===== config.mk =====
export PLATFORM = sky130hd
export DESIGN_NAME = hidden_error_sequencer
export DESIGN_NICKNAME = d
export VERILOG_FILES = /design/src/rtl/nn_pkg.sv /design/src/rtl/latency_timer.sv /design/src/rtl/hidden_error_sequencer.sv
export SDC_FILE = /design/constraint.sdc
export NUM_CORES = 1
export LEC_CHECK = 0
export CELL_PAD_IN_SITES_DETAIL_PLACEMENT = 2
export CELL_PAD_IN_SITES_GLOBAL_PLACEMENT = 2
export CORE_AREA = 4 4 143 145
export CTS_CLUSTER_DIAMETER = 50
export DETAILED_ROUTE_END_ITERATION = 6
export DIE_AREA = 0 0 147 149
export HOLD_SLACK_MARGIN = 0.03
export PLACE_DENSITY_LB_ADDON = 0.25
export SLEW_MARGIN = 40
export SYNTH_ARGS = -nofsm -noshare
export SYNTH_HDL_FRONTEND = slang
export SYNTH_SLANG_ARGS = --single-unit

===== constraint.sdc =====
create_clock -name clk -period 3.6 [get_ports clk]
set_clock_uncertainty 0.15 [all_clocks]
set_input_delay 0.36 -clock clk [delete_from_list [all_inputs] [get_ports clk]]
set_output_delay 0.36 -clock clk [all_outputs]
set_load 0.01 [all_outputs]

===== src/rtl/nn_pkg.sv =====
// Shared types for the backprop controller: fp32 word, constants and the
// hidden-error sequencer state encoding.
package nn_pkg;

  typedef logic [31:0] fp32_t;

  localparam fp32_t FP_ONE = 32'h3f800000;

  typedef enum logic [2:0] {
    IDLE,
    FETCH,
    LOAD,
    HOLD,
    WRITE,
    DONE
  } hes_state_e;

endpackage


===== src/rtl/latency_timer.sv =====
// Cycle counter that expires LATENCY cycles after a load: load clears it,
// count advances it, expired flags the final counted cycle.
module latency_timer #(
  parameter int LATENCY = 17
) (
  input  logic clk,
  input  logic rst_n,
  input  logic load,
  input  logic count,
  output logic expired
);

  localparam int CW = $clog2(LATENCY + 1);

  logic [CW-1:0] cnt_reg;

  always_ff @(posedge clk or negedge rst_n) begin
    if (!rst_n) begin
      cnt_reg <= '0;
    end else if (load) begin
      cnt_reg <= '0;
    end else if (count && !expired) begin
      cnt_reg <= cnt_reg + CW'(1);
    end
  end

  assign expired = (cnt_reg == CW'(LATENCY - 1));

endmodule


===== src/rtl/hidden_error_sequencer.sv =====
// Walks every hidden unit through the shared in-error datapath: fetch operands,
// hold them stable for the full datapath latency, then write the result back.
module hidden_error_sequencer
  import nn_pkg::*;
#(
  parameter int N_HIDDEN   = 2,
  parameter int DP_LATENCY = 17,
  parameter int AW         = (N_HIDDEN > 1) ? $clog2(N_HIDDEN) : 1
) (
  input  logic          clk,
  input  logic          rst_n,
  input  logic          start,
  input  fp32_t         error_o,
  output logic [AW-1:0] rd_addr,
  input  fp32_t         mid_value,
  input  fp32_t         weight_v,
  output fp32_t         dp_mid,
  output fp32_t         dp_weight,
  output fp32_t         dp_error,
  input  fp32_t         dp_result,
  output logic          wr_en,
  output logic [AW-1:0] wr_addr,
  output fp32_t         wr_data,
  output logic          busy,
  output logic          done
);

  hes_state_e    state_reg, state_next;
  logic [AW-1:0] idx_reg;
  fp32_t         dp_mid_reg, dp_weight_reg, dp_error_reg, result_reg;
  logic          timer_load, timer_count, timer_expired;
  logic          last_unit;

  assign last_unit = (idx_reg == AW'(N_HIDDEN - 1));

  latency_timer #(
    .LATENCY (DP_LATENCY)
  ) u_timer (
    .clk     (clk),
    .rst_n   (rst_n),
    .load    (timer_load),
    .count   (timer_count),
    .expired (timer_expired)
  );

  always_ff @(posedge clk or negedge rst_n) begin
    if (!rst_n) begin
      state_reg <= IDLE;
    end else begin
      state_reg <= state_next;
    end
  end

  always_comb begin
    state_next  = state_reg;
    timer_load  = 1'b0;
    timer_count = 1'b0;
    case (state_reg)
      IDLE:  if (start) state_next = FETCH;
      FETCH: state_next = LOAD;
      LOAD: begin
        timer_load = 1'b1;
        state_next = HOLD;
      end
      HOLD: begin
        timer_count = 1'b1;
        if (timer_expired) state_next = WRITE;
      end
      WRITE: state_next = last_unit ? DONE : FETCH;
      DONE:  state_next = IDLE;
      default: state_next = IDLE;
    endcase
  end

  // Operands change only in LOAD, so both datapath branches settle before capture.
  always_ff @(posedge clk or negedge rst_n) begin
    if (!rst_n) begin
      idx_reg       <= '0;
      dp_mid_reg    <= '0;
      dp_weight_reg <= '0;
      dp_error_reg  <= '0;
      result_reg    <= '0;
    end else begin
      if (state_reg == IDLE && start) begin
        dp_error_reg <= error_o;
        idx_reg      <= '0;
      end
      if (state_reg == LOAD) begin
        dp_mid_reg    <= mid_value;
        dp_weight_reg <= weight_v;
      end
      if (state_reg == HOLD && timer_expired) begin
        result_reg <= dp_result;
      end
      if (state_reg == WRITE && !last_unit) begin
        idx_reg <= idx_reg + AW'(1);
      end
    end
  end

  assign rd_addr   = idx_reg;
  assign wr_addr   = idx_reg;
  assign wr_data   = result_reg;
  assign wr_en     = (state_reg == WRITE);
  assign done      = (state_reg == DONE);
  assign busy      = (state_reg != IDLE) && (state_reg != DONE);
  assign dp_mid    = dp_mid_reg;
  assign dp_weight = dp_weight_reg;
  assign dp_error  = dp_error_reg;

endmodule

==> flow_summary.toml, run 1 <==
[yosys]
synth_seq_cells = 137
syn_nets = 455
yosysWarnings = 0
synth_compound_area_share_pct = 1.02
synthTopCellsByCount = "dfrtp_1 (137), mux2_2 (121), buf_2 (11)"
synth_top_cell_by_area = "dfrtp_1"
post_synth_inst_count = 322
synthTopCellsByArea = "dfrtp_1 (65%), mux2_2 (26%), mux2_4 (1.4%)"
synth_enable_flop_cells = 0
ys_types = 29
seq_area_frac_synth_pct = 64.9
synth_mux_area_share_pct = 28.2
yosys.area_share.simple_pct = 2.70
synth-xor-area-share_pct = 0.166
netlist_area_um2 = 5280
yosysMostFrequentCell = "dfrtp_1"
avgSynthCellArea_um2 = 16.4
synth-main-ff-cell = "dfrtp_1"
synth_top_family_by_area = "multiplexers"
synth_top_area_share_pct = 64.9
async_reset_ff_share_pct = 100
synth-adder-area-share_pct = 0.474

[critical_path]
arrival_ns = 1.85
cp-start-kind = "flop"
end_kind = "primary output"
crit_type = "flop to primary output"
rrSetupSlack_ns = 1.48
max_stage_delay_ns = 0.58
critPathMaxFanout = 9
cp_slowest_cell = "clkdlybuf4s50_1"
path_buf_inv = 1
critPathTopFamily = "buffers and inverters"
crit_required_ns = 3.09
crit_chain = "nor2_1, and2_1, clkdlybuf4s50_1"

[floorplan]
die_area_um2 = 21900
io_pins = 264
die_w_um = 147
initial_utilization_pct = 27.5
rows = 51
fp.dieH_um = 149
coreArea_um2 = 19200

[placed_design]
gp_congestion = 0.719
port_buffers = 263
hpwl_um = 12600

[cts]
cts_root_buf = "clkbuf_16"
clock_sinks = 137
cts_tree = "built"
clk_latency_ns = 0.41
clock_path_buffers = 2
cts_max_level = 4
post-cts-setup-buffers = 0
cts_buffers = 17
clk_pin_slew_ns = 0.06

[sta]
final_hold_viol_count = 0
clock.fmax_mhz = 424
finalSetupViolCount = 0
min_period_over_period_pct = 65.5
worstMarginPinSlew_ns = 0.581
rsz0062_at_grt = "false"
fin_setup_tns_ns = 0
period_needed_ns = 2.36
drv_slew = 0
slew-limit-headroom_pct = 60.8

[cells_and_area]
final_util_pct = 46.1
final_nets = 727
nFillCells = 1827
syn2layout_area_growth_pct = 67.9
num_antenna_cells = 0
seqCellArea_um2 = 3430
multi_input_comb_area_um2 = 1720
drive_above_1_share_pct = 27.2

[power_and_ir_drop]
ir_drop_uv = 324
p_clk_share_pct = 24.7
p_leak_nw = 3.75
p_sw_share_pct = 28.8
p_switching_w = 0.00207
p_per_area_nw_per_um2 = 811
p_int_w = 0.00512
power_w = 0.00718
power_frac_seq_pct = 35.9
combPwrFrac_pct = 39.3

[job]
cap_viol_max_count = 0

[detailed_routing]
drc = 0
via_count = 3759
viasPerCell = 4.31
finalWirelength_um = 16600
ant_nets = 0
drt_iter0_drc = 84
drt_pass1_iterations = 4
avgRoutedWirePerCell_um = 19.0

[grt]
gr-usage-all-layers_pct = 14.9
grt_pass1_wl_um = 25200
overflow = 0
antenna_found_initial = 0
grt_pass1_vias = 4295
grt_start_max_net_pins = 89

[hold_path]
hp-class = "input port to asynchronous set/reset pin"

[outcome]
status = "finished clean"
## final timing paths
path,start,end,cells past startpoint
worst min-delay path,rst_n,dp_mid[28],2
worst max-delay path,state_reg[0],wr_en,3
min in group clk,dp_error[3],dp_error[3],1
worst min register to register,dp_error[3],dp_error[3],1
max in group asynchronous,rst_n,dp_error[0],4
worst max register to register,state_reg[1],dp_weight[10],4
## layout by cell type (no fill, tap or decap), types with 3 or more instances in the layout
master           count
clkdlybuf4s50_1    262
dfrtp_1            137
mux2_2             121
clkbuf_16           17
nand2_1              6
mux2_4               5
clkinvlp_4           4
clkbuf_1             4
inv_1                3
mux2i_1              3
bufinv_16            3
buf_16               3
buf_4                3
## power groups by stage
stage	sequential (W)	clock [W]	combinational, W
CTS	0.00260	0.00184	0.00288
detailed placement	0.00262	0	0.00287
global placement	0.00255	0	0.00276
floorplan	0.00285	0	0.000839
finish	0.00258	0.00178	0.00283
global route	0.00268	0.00191	0.00301
## stage by stage
stage               setup slack (ns)  instance area (um^2)  std cells  hold WS (ns)
global placement                1.38                  8170        836         0.325
floorplan                       1.76                  5280        322       -0.0856
detailed placement              1.29                  8230        838         0.330
finish                          1.24                  8860        872         0.263
global route                    1.13                  8860        872         0.263
CTS                             1.20                  8830        871         0.346
## routing by layer
layer,routed length [um],share of wire [%],global-route usage [%]
met1,6200,37,16.4
met2,8930,54,26.8
met3,1050,6.3,4.77
met4,416,2.5,6.15
met5,0,0,0
## cell families after synthesis
group	Yosys count
xor gates and xnor gates	1
and+or+nand+nor	23
AOI/OAI and AO/OA	7
buffers and inverters	21
muxes	131
DFF	137
adders and majority gates	2
## layout make-up
type | instances | share of cell area [%]
Clock buffer | 22 | 5.12
Clock inverter | 10 | 1.61
Inverter | 3 | 0.127
Multi-Input combinational cell | 164 | 19.4
Sequential cell | 137 | 38.7
Tap cell | 265 | 3.74
Timing Repair Buffer | 271 | 31.3
## repair_timing
action	CTS	global route
gates resized for setup	0	0
endpoints found under the hold margin	87	0
hold buffers	1	0
endpoints found under the setup margin	0	0
Note: power is estimated with default switching activity, not from simulation.
==> inputs of run 2 (changes only) <==
- CORE_AREA: 4 4 143 145 -> 4 4 157 159
- DIE_AREA: 0 0 147 149 -> 0 0 161 163
- clock period: 3.6 -> 1.96 ns (I/O delays scaled with it)
==> flow_summary.toml, run 2 (synthesized netlist as in run 1, its figures left out) <==
[detailed_routing]
ant_nets = 0
viasPerCell = 4.11
avgRoutedWirePerCell_um = 19.5
drt_pass1_iterations = 4
drt_iter0_drc = 86
drc = 0
via_count = 3879
finalWirelength_um = 18400

[placed_design]
hpwl_um = 13000
port_buffers = 263
place_ws_ns = -0.136
gp_congestion = 0.710

[critical_path]
critPathMaxFanout = 16
cp_slowest_cell = "or3b_4"
crit_start = "state_reg[0]"
critPathTopFamily = "simple AND/OR/NAND/NOR gates"
r2r_end = "dp_error[6]"
cp-start-kind = "flop"
max_stage_delay_ns = 0.41
crit_type = "flop to flop"
crit_chain = "buf_6, or3b_4, nor2_4, buf_12, mux2_2"
path_depth = 5
r2r_start = "state_reg[0]"
arrival_ns = 2.12
reg2regPathDepth = 5
cp-endpoint = "dp_error[6]"
end_kind = "flop"
rrSetupSlack_ns = -0.01
crit_required_ns = 2.10
path_buf_inv = 2

[floorplan]
io_pins = 264
rows = 56
initial_utilization_pct = 22.7
die_w_um = 161
coreArea_um2 = 23300
die_area_um2 = 26200
fp.dieH_um = 163

[grt]
grt_pass1_vias = 4594
gr-usage-all-layers_pct = 13.8
busiest_layer = "met2"
grt_pass1_wl_um = 27800
antenna_found_initial = 0
use_met1_pct = 14.7
grtUsageMet2_pct = 24.7
use_met3_pct = 6.15
overflow = 0
grt_start_max_net_pins = 47

[power_and_ir_drop]
ir_drop_uv = 470
p_leak_nw = 3.91
p_per_area_nw_per_um2 = 1490

[cells_and_area]
num_antenna_cells = 0
drive_above_1_share_pct = 31.1
syn2layout_area_growth_pct = 75.1
final_nets = 746
final_common_cell = "clkdlybuf4s50_1"
final_util_pct = 39.7
most-common-layout-cells = "clkdlybuf4s50_1 (259), dfrtp_1 (136), mux2_2 (120)"

[sta]
fin_setup_tns_ns = -0.102
clock.fmax_mhz = 506
slew-limit-headroom_pct = 68.2
min_period_over_period_pct = 101
final_hold_viol_count = 0
rsz0062_at_grt = "true"
worst_slack_ns = -0.0149
finalSetupViolCount = 11
hold_ws_ns = 0.142
period_needed_ns = 1.97
worstMarginPinSlew_ns = 0.470
drv_slew = 0

[cts]
cts_max_level = 4
clock_path_buffers = 2
cts_tree = "built"
clk_latency_ns = 0.42
clock_sinks = 137
cts_root_buf = "clkbuf_16"
clk_pin_slew_ns = 0.06
cts_buffers = 17

[job]
cap_viol_max_count = 0

[outcome]
status = "finished with violations"
violations = "negative setup slack"

[hold_path]
hp-class = "input port to asynchronous set/reset pin"
-- run 2: changes by cell type in the layout (fill, tap and decap cells not counted), moves of 3 or more --
cell,before,now
buf_12,1,6
buf_4,3,14
buf_6,0,4
bufinv_16,3,6
clkbuf_1,4,1
clkdlybuf4s50_1,262,259
clkinv_4,0,4
clkinvlp_4,4,0
-- run 2: final cells by class --
type	count	area [um^2]
Tap cell	319	399
Clock buffer	18	429
Timing Repair Buffer	290	2980
Sequential cell	137	3430
Inverter	3	11.3
Clock inverter	12	225
Multi-Input combinational cell	164	1770
Fill cell	2324	14000
-- run 2: worst reg2reg max path, stage by stage, from the launching register on --
cell	delay, ns
dfrtp_1	0.39
buf_6	0.13
or3b_4	0.41
nor2_4	0.22
buf_12	0.20
mux2_2	0.36
-- run 2: report_power, final --
part	total, W	switching, W	internal, W
sequential	0.00475	0.000692	0.00406
combinational	0.00541	0.00198	0.00343
clock	0.00364	0.00126	0.00238
-- run 2: how the worst min path moves through the flow --
stage           from     endpoint  slack [ns]  cells past startpoint
3_3_place_gp   rst_n   wr_data[5]        0.03                      1
2_1_floorplan  rst_n  dp_error[0]       -0.25                      0
5_1_grt        rst_n   wr_data[5]        0.18                      2
3_5_place_dp   rst_n  wr_data[10]        0.04                      1
4_1_cts        rst_n   wr_data[5]        0.14                      2
6_report       rst_n   wr_data[5]        0.14                      2
-- run 2: metal layers --
metal | wire [um] | vias to the layer above
li1 | - | 1717
met5 | 0 | -
met4 | 281 | 0
met2 | 9680 | 169
met1 | 6890 | 1975
met3 | 1520 | 18
-- run 2: timing repair --
action / in CTS / in global routing
buffers inserted: 4 / 2
hold buffers: 1 / 0
pin swaps: 0 / 2
cloned: 2 / 2
hold endpoints to repair: 137 / 0
endpoints found under the setup margin: 18 / 51
resized for setup: 12 / 8
-- run 2: stage by stage --
step | power, W | cells | area, um^2
2_1_floorplan | 0.00678 | 322 | 5280
3_3_place_gp | 0.00990 | 902 | 8400
3_5_place_dp | 0.0102 | 902 | 8400
4_1_cts | 0.0141 | 939 | 9180
5_1_grt | 0.0146 | 943 | 9240
6_report | 0.0138 | 943 | 9240
==> inputs of run 3 (changes only) <==
- REMOVE_ABC_BUFFERS: not set -> 1
==> flow_summary.toml, run 3 (synthesized netlist as in run 1, its figures left out) <==
[grt]
grt_pass1_wl_um = 25700
overflow = 0
gr-usage-all-layers_pct = 12.6
antenna_found_initial = 0
grt_start_max_net_pins = 70
grt_pass1_vias = 4403

[cells_and_area]
fin_area_um2 = 9130
final_nets = 739
drive_above_1_share_pct = 30.4
seqCellArea_um2 = 3430
num_antenna_cells = 0
multi_input_comb_area_um2 = 1760
syn2layout_area_growth_pct = 73.0
nFillCells = 2350
most-common-layout-cells = "clkdlybuf4s50_1 (259), dfrtp_1 (135), mux2_2 (121)"
final_common_cell = "clkdlybuf4s50_1"

[placed_design]
gp_congestion = 0.690
place_ws_ns = -0.138
dpl-instance-area_um2 = 8330
port_buffers = 263
hpwl_um = 12200

[detailed_routing]
drt_pass1_iterations = 4
avgRoutedWirePerCell_um = 18.0
drc = 0
wl_met3_um = 1520
drt_iter0_drc = 83
route.layer.met1.wl_um = 6130
viasPerCell = 4.07
finalWirelength_um = 16900
via_count = 3818
routed.top_layer = "met4"
routed-wl-met2_um = 9060
ant_nets = 0

[power_and_ir_drop]
p_clk_share_pct = 25.6
p_per_area_nw_per_um2 = 1480
p_leak_nw = 3.86
combPwrFrac_pct = 39.4
power_frac_seq_pct = 35.0
ir_drop_uv = 575
p_sw_share_pct = 28.3
p_int_w = 0.00968
power_w = 0.0135
p_switching_w = 0.00382

[sta]
min_period_over_period_pct = 97.6
drv_slew = 0
finalSetupViolCount = 0
final_hold_viol_count = 0
slew-limit-headroom_pct = 68.5
worstMarginPinSlew_ns = 0.472
clock.fmax_mhz = 523
fin_setup_tns_ns = 0
worst_slack_ns = 0.0469
period_needed_ns = 1.91

[floorplan]
io_pins = 264
coreArea_um2 = 23300
initial_utilization_pct = 22.7
fp.dieH_um = 163
rows = 56
die_area_um2 = 26200
die_w_um = 161

[critical_path]
end_kind = "flop"
arrival_ns = 2.05
cp-start-kind = "flop"
crit_required_ns = 2.10
r2r_start = "u_timer.cnt_reg[0]"
r2r_end = "wr_data[29]"
crit_type = "flop to flop"
critPathMaxFanout = 8
rrSetupSlack_ns = 0.05
reg2regPathDepth = 7

[cts]
clock_sinks = 137
cts_tree = "built"
clk_latency_ns = 0.40
clock_path_buffers = 2
cts_buffers = 17
cts_root_buf = "clkbuf_16"
clk_pin_slew_ns = 0.06
cts_max_level = 4

[outcome]
status = "finished clean"

[hold_path]
hp-class = "input port to asynchronous set/reset pin"

[job]
cap_viol_max_count = 0
[run 3: area by class of cell]
cell class | instances | area share, %
Tap cell | 319 | 4.37
Inverter | 3 | 0.123
Multi-Input combinational cell | 164 | 19.3
Clock inverter | 11 | 1.85
Timing Repair Buffer | 283 | 31.7
Sequential cell | 137 | 37.6
Clock buffer | 20 | 5.11
[run 3: per-layer routing]
metal,track usage [%],vias to the layer above
li1,-,1697
met1,13.1,1975
met2,22.5,136
met3,5.59,10
met4,4.54,0
met5,0,-
[run 3: critical path, cell delays in order (launching register included)]
cell and delay [ns]:
dfrtp_1 0.41, inv_1 0.12, ha_4 0.16, nand4bb_4 0.13
nor2_4 0.18, clkbuf_16 0.17, buf_6 0.14, mux2_2 0.34
[run 3: worst max path at each step]
stage                            start           end  slack, ns  depth (start not counted)
floorplan                 state_reg[1]     dp_mid[0]      -0.82                          2
global placement                 start  dp_error[20]      -0.11                          5
detailed placement               start  dp_error[22]      -0.14                          5
CTS                       state_reg[0]         wr_en       0.02                          4
global route        u_timer.cnt_reg[0]   wr_data[29]      -0.02                          7
finish              u_timer.cnt_reg[0]   wr_data[29]       0.05                          7
[run 3: power groups by stage]
stage	Sequential (W)	Clock [W]	Combinational, W
after floorplan	0.00525	0	0.00149
after global placement	0.00469	0	0.00513
after detailed placement	0.00480	0	0.00526
after CTS	0.00476	0.00361	0.00528
after global routing	0.00492	0.00372	0.00570
final	0.00473	0.00345	0.00532
[run 3: stage by stage]
step | util (%) | instances | hold WS [ns]
after floorplan | - | 304 | -0.250
after global placement | 35.8 | 895 | 0.0197
after detailed placement | 35.8 | 895 | 0.0305
after CTS | 38.6 | 927 | 0.140
after global routing | 39.3 | 937 | 0.179
final | 39.3 | 937 | 0.150
[run 3: timing repair]
item / 4_1_cts / 5_1_grt
cloned: 0 / 2
pin swaps: 0 / 2
endpoints found under the hold margin: 137 / 0
resized for setup: 6 / 10
endpoints found under the setup margin: 3 / 65
hold buffers: 1 / 0
setup buffers: 0 / 8
